<file path="config.mk">
export PLATFORM = sky130hd
export DESIGN_NAME = pe_act_queue_flat
export DESIGN_NICKNAME = d
export VERILOG_FILES = /design/src/rtl/pe_act_queue_if.sv /design/src/rtl/pe_act_queue.sv /design/src/flat_wrapper.sv
export SDC_FILE = /design/constraint.sdc
export NUM_CORES = 1
export LEC_CHECK = 0
export ABC_AREA = 1
export ABC_CLOCK_PERIOD_IN_PS = 10100
export CORE_UTILIZATION = 45
export CTS_CLUSTER_SIZE = 20
export DETAILED_ROUTE_END_ITERATION = 12
export HOLD_SLACK_MARGIN = 0.08
export PLACE_DENSITY = 0.69
export SYNTH_ARGS = -nofsm -noshare
export SYNTH_HDL_FRONTEND = slang
export SYNTH_SLANG_ARGS = --single-unit
</file>
<file path="constraint.sdc">
create_clock -name clk -period 10.1 [get_ports clk]
set_input_delay 3.03 -clock clk [delete_from_list [all_inputs] [get_ports clk]]
set_output_delay 3.03 -clock clk [all_outputs]
set_load 0.03 [all_outputs]
</file>
<file path="src/rtl/pe_act_queue_if.sv">
// Bundle between the network interface / computation FSM and the PE activation queue.
// The queue itself attaches through the slave modport.
interface pe_act_queue_if #(
  parameter int DATA_WIDTH = 16,
  parameter int IDX_WIDTH  = 10
);
  logic                            push_act;
  logic [IDX_WIDTH-1:0]            push_idx;
  logic [DATA_WIDTH-1:0]           push_data;
  logic                            queue_rdy;
  logic                            pop_act;
  logic [IDX_WIDTH+DATA_WIDTH-1:0] act_out;
  logic                            queue_empty;
  logic                            queue_empty_next;
  logic                            queue_full;
  logic                            flush;
  logic                            overflow;

  modport master (
    output push_act, push_idx, push_data, pop_act, flush,
    input  queue_rdy, act_out, queue_empty, queue_empty_next, queue_full, overflow
  );

  modport slave (
    input  push_act, push_idx, push_data, pop_act, flush,
    output queue_rdy, act_out, queue_empty, queue_empty_next, queue_full, overflow
  );
endinterface

</file>
<file path="src/rtl/pe_act_queue.sv">
// Circular-buffer activation queue feeding the PE computation FSM.
// Registered empty/full/ready flags plus a look-ahead empty flag for the FSM.
module pe_act_queue #(
  parameter int DATA_WIDTH   = 16,
  parameter int IDX_WIDTH    = 10,
  parameter int DEPTH        = 16,
  parameter int AFULL_MARGIN = 2
) (
  input  logic               clk,
  input  logic               rst,
  pe_act_queue_if.slave      bus
);
  localparam int PTR_W   = $clog2(DEPTH);
  localparam int CNT_W   = PTR_W + 1;
  localparam int ENTRY_W = IDX_WIDTH + DATA_WIDTH;
  localparam logic [CNT_W-1:0] FULL_CNT  = CNT_W'(DEPTH);
  localparam logic [CNT_W-1:0] RDY_LIMIT = CNT_W'(DEPTH - AFULL_MARGIN);

  logic [ENTRY_W-1:0] mem_q [DEPTH];

  logic [PTR_W-1:0] wr_ptr_q, wr_ptr_d;
  logic [PTR_W-1:0] rd_ptr_q, rd_ptr_d;
  logic [CNT_W-1:0] count_q, count_d;
  logic             empty_q, empty_d;
  logic             full_q, full_d;
  logic             rdy_q, rdy_d;
  logic             overflow_q, overflow_d;
  logic             pop_v, push_v, wr_en;

  // rst and flush are folded in here so queue_empty_next reports 1 during either
  always_comb begin
    pop_v      = bus.pop_act & ~empty_q;
    push_v     = bus.push_act & (~full_q | pop_v);
    wr_en      = 1'b0;
    wr_ptr_d   = wr_ptr_q;
    rd_ptr_d   = rd_ptr_q;
    count_d    = count_q;
    overflow_d = overflow_q;
    if (rst || bus.flush) begin
      wr_ptr_d   = '0;
      rd_ptr_d   = '0;
      count_d    = '0;
      overflow_d = 1'b0;
    end else begin
      wr_en      = push_v;
      wr_ptr_d   = wr_ptr_q + PTR_W'(push_v);
      rd_ptr_d   = rd_ptr_q + PTR_W'(pop_v);
      count_d    = count_q + CNT_W'(push_v) - CNT_W'(pop_v);
      overflow_d = overflow_q | (bus.push_act & full_q & ~pop_v);
    end
    empty_d = (count_d == '0);
    full_d  = (count_d == FULL_CNT);
    rdy_d   = (count_d < RDY_LIMIT);
  end

  always_ff @(posedge clk) begin
    if (rst) begin
      wr_ptr_q   <= '0;
      rd_ptr_q   <= '0;
      count_q    <= '0;
      empty_q    <= 1'b1;
      full_q     <= 1'b0;
      rdy_q      <= 1'b1;
      overflow_q <= 1'b0;
    end else begin
      wr_ptr_q   <= wr_ptr_d;
      rd_ptr_q   <= rd_ptr_d;
      count_q    <= count_d;
      empty_q    <= empty_d;
      full_q     <= full_d;
      rdy_q      <= rdy_d;
      overflow_q <= overflow_d;
    end
  end

  // On a full push+pop the write lands in the slot being vacated, becoming the new tail
  always_ff @(posedge clk) begin
    if (wr_en) begin
      mem_q[wr_ptr_q] <= {bus.push_idx, bus.push_data};
    end
  end

  assign bus.act_out          = empty_q ? '0 : mem_q[rd_ptr_q];
  assign bus.queue_empty      = empty_q;
  assign bus.queue_empty_next = empty_d;
  assign bus.queue_full       = full_q;
  assign bus.queue_rdy        = rdy_q;
  assign bus.overflow         = overflow_q;
endmodule

</file>
<file path="src/flat_wrapper.sv">
// flat-port wrapper written by rule: the top's interface ports become plain ports
module pe_act_queue_flat 
#(
  parameter int DATA_WIDTH   = 16,
  parameter int IDX_WIDTH    = 10,
  parameter int DEPTH        = 16,
  parameter int AFULL_MARGIN = 2
)
  (clk, rst, bus_push_act, bus_push_idx, bus_push_data, bus_pop_act, bus_flush, bus_queue_rdy, bus_act_out, bus_queue_empty, bus_queue_empty_next, bus_queue_full, bus_overflow);
  pe_act_queue_if #(.DATA_WIDTH(DATA_WIDTH), .IDX_WIDTH(IDX_WIDTH)) bus_i ();
  input  logic clk;
  input  logic rst;
  input wire logic [$bits(bus_i.push_act)-1:0] bus_push_act;
  input wire logic [$bits(bus_i.push_idx)-1:0] bus_push_idx;
  input wire logic [$bits(bus_i.push_data)-1:0] bus_push_data;
  input wire logic [$bits(bus_i.pop_act)-1:0] bus_pop_act;
  input wire logic [$bits(bus_i.flush)-1:0] bus_flush;
  output wire logic [$bits(bus_i.queue_rdy)-1:0] bus_queue_rdy;
  output wire logic [$bits(bus_i.act_out)-1:0] bus_act_out;
  output wire logic [$bits(bus_i.queue_empty)-1:0] bus_queue_empty;
  output wire logic [$bits(bus_i.queue_empty_next)-1:0] bus_queue_empty_next;
  output wire logic [$bits(bus_i.queue_full)-1:0] bus_queue_full;
  output wire logic [$bits(bus_i.overflow)-1:0] bus_overflow;
  assign bus_i.push_act = bus_push_act;
  assign bus_i.push_idx = bus_push_idx;
  assign bus_i.push_data = bus_push_data;
  assign bus_i.pop_act = bus_pop_act;
  assign bus_i.flush = bus_flush;
  assign bus_queue_rdy = bus_i.queue_rdy;
  assign bus_act_out = bus_i.act_out;
  assign bus_queue_empty = bus_i.queue_empty;
  assign bus_queue_empty_next = bus_i.queue_empty_next;
  assign bus_queue_full = bus_i.queue_full;
  assign bus_overflow = bus_i.overflow;
  pe_act_queue #(.DATA_WIDTH(DATA_WIDTH), .IDX_WIDTH(IDX_WIDTH), .DEPTH(DEPTH), .AFULL_MARGIN(AFULL_MARGIN)) u_core (.clk(clk), .rst(rst), .bus(bus_i));
endmodule
</file>
==> metrics.cfg <==
[grt]
grt_pass1_wl_um=64900
grt.total_usage_pct=20.7
grt_max_degree=116
grt_pass1_vias=11613
grt_overflow=0
antenna_found_initial=2

[floorplan]
die_h_um=204
dieArea_sq_um=41600
initial_utilization_pct=45.8
core-area_sq_um=40000
io_pins=62
die_x_um=204
rows=73

[critical_path]
crit_top_cell=nor2_1
cp_max_fo=3
worst_path_largest_cell_delay_ns=0.67
start_kind=primary input
crit_chain=clkdlybuf4s50_1 -> inv_1 -> nor2_1 -> inv_1 -> or2_2 -> nand2_1 -> ha_1 -> fa_1 -> inv_1 -> nor2_1 -> nor2_1 -> nand3_1 -> nor2_1 -> clkdlybuf4s50_1
r2r_cells=11
crit_type=in2out
worstPathRequired_ns=7.07
crit_buf_inv=5
end_kind=primary output
cp.arrival_ns=5.99
cp.depth=14
crit_family=buffers and inverters
crit_path_top_delay_cell=clkdlybuf4s50_1

[placement]
io_buffers=61
placed_cell_area_sq_um=19400
dpl.hpwl_um=20300
gp_congestion=0.754

[hold_path]
hp-class=reg2reg
hold_path_depth=2

[power]
ir_drop_v=0.000216
power_mw=3.84
cellPowerDensity_nw_per_um2=186
leakage_nw=8.23

[timing]
max_slew.worst_pin.slew_ns=1.21
fin_crit_ns=9.02
fmax_ghz=0.111
hold_ws_ns=0.493
grt_setup_unrepaired=no
finalSetupTns_ns=0
maxSlewHeadroom_pct=19.1
skew_ns=0.0168
finalCritPeriodShare_pct=89.3
hold_viol=0
finalSetupViolations=0
slew_viol_final=0

[run]
maxCapViolCount=0

[clock_network]
htreeDepth=2
cts-root-buf=clkbuf_16
worstSkewPairLatency_ns=0.54
cts_made_buffers=43
path_clk_slew_ns=0.06
cts_tree=yes
cts-hold-fix-buffers=0
postCtsSetupBuffers=0
clk_path_buf_depth=3
cts_resized=0
clock-sinks=433

[yosys]
ys_top_cells_by_area=edfxtp_1, nand2_1, nand3_1
ys_seq_area_share_pct=70.0
synth.largest_area_cell=edfxtp_1
syn_area_sq_um=18300
synth_seq_cells=433
ys_warn_count=0
syn_inst=1747
synth_top_area_share_pct=68.1
syn_avg_cell_area_sq_um=10.5
syn-num-nets=1786
synth.distinct_cells=24

[cells_and_area]
area_growth_pct=12.5
final_nets=1819
final_area_sq_um=20600
multiInputGateArea_sq_um=4350
fill_cells=3435
fin_util_pct=51.6
drive_gt1_share_pct=4.88
num_antenna_cells=0
seq_area_sq_um=12800

[drt]
antenna_left=0
vias=12034
via_per_inst=5.17
wire_per_inst_um=18.3
wl_um=42500
drc=0
dr.pass1.iters=6
drt_iter0_drc=1011

[status]
outcome=finished, final reports clean

-- cells in the final DEF, fill, tap and decap left out, drive strengths merged --
| cell type | synthesis | layout |
|---|---|---|
| nor3 | 1 | 1 |
| nand4 | 1 | 1 |
| xor2 | 2 | 2 |
| edfxtp | 416 | 416 |
| clkdlybuf4s50 | 0 | 61 |
| or2 | 1 | 1 |
| nor2 | 36 | 36 |
| ha | 7 | 7 |
| clkbuf | 31 | 54 |
| inv | 231 | 232 |
| a21oi | 31 | 31 |
| xnor2 | 2 | 2 |
| dfxtp | 17 | 17 |
| fa | 1 | 1 |
| nand2 | 637 | 637 |
| nand3 | 270 | 270 |
| o21ai | 3 | 3 |
| nor2b | 1 | 1 |
| clkinv | 2 | 16 |
| buf | 57 | 15 |
-- cells by family (layout without fill, tap and decap cells) --
logic type | after synthesis | in the layout | synth area share [%]
flip-flops | 433 | 433 | 70.0
buffers and inverters | 321 | 378 | 7.00
AND/OR/NAND/NOR | 947 | 947 | 21.3
XOR/XNOR | 4 | 4 | 0.191
adder cells (fa/ha/maj) | 8 | 8 | 0.587
AO/OA/AOI/OAI | 34 | 34 | 0.928
-- tightest hold or removal path: stages, from the launching register on --
cell and delay, ns:
dfxtp_1 0.34, a21oi_1 0.04, nor2_1 0.07
-- cell type report --
type / count / area share, %
Clock inverter: 15 / 0.309
Sequential cell: 433 / 62.2
Tap cell: 525 / 3.18
Timing Repair Buffer: 76 / 3.51
Inverter: 233 / 4.27
Clock buffer: 54 / 5.42
Multi-Input combinational cell: 993 / 21.1
-- final timing paths --
check        slack (ns)               endpoint              startpoint
min                0.49    u_core.bus.overflow     u_core.bus.overflow
max reg2reg        6.93  u_core.bus.queue_full  u_core.bus.queue_empty
max                1.08   bus_queue_empty_next             bus_pop_act
min reg2reg        0.49    u_core.bus.overflow     u_core.bus.overflow
-- synth_stat cells, drive strengths merged --
master	instances
nor2	36
fa	1
nor2b	1
nand3	270
edfxtp	416
clkinv	2
a21oi	31
inv	231
clkbuf	31
ha	7
dfxtp	17
o21ai	3
nand4	1
buf	57
or2	1
xnor2	2
nor3	1
xor2	2
nand2	637
-- through the flow --
stage | instances | setup WS, ns
final | 2329 | 1.08
after global routing | 2329 | 0.889
after CTS | 2329 | 1.09
after detailed placement | 2260 | 1.09
after global placement | 2260 | 1.18
after floorplan | 1747 | 2.13
-- sequential cells by signal, summed over array words and instances (netlist names) --
name and flops:
u_core.mem_q 416, u_core.bus.queue_empty 1, u_core.bus.queue_full 1, u_core.rd_ptr_q 4, u_core.wr_ptr_q 4, u_core.count_q 5
u_core.bus.overflow 1, u_core.bus.queue_rdy 1
-- power breakdown --
part           switching (mW)  total [mW]  internal, mW  leakage [nW]
clock network           0.620        1.39         0.773         0.574
logic                   0.271       0.414         0.144          3.77
registers              0.0487        2.03          1.99          3.88
total                   0.940        3.84          2.90          8.23
-- layer usage --
layer	vias to the layer above	track usage [%]	part of all wire [%]
li1	5773	-	-
met1	5714	27.9	42
met2	453	34.6	48
met3	92	2.87	7.1
met4	2	6.42	2.6
met5	-	0	0.028
Note: power is estimated with default switching activity, not from simulation.
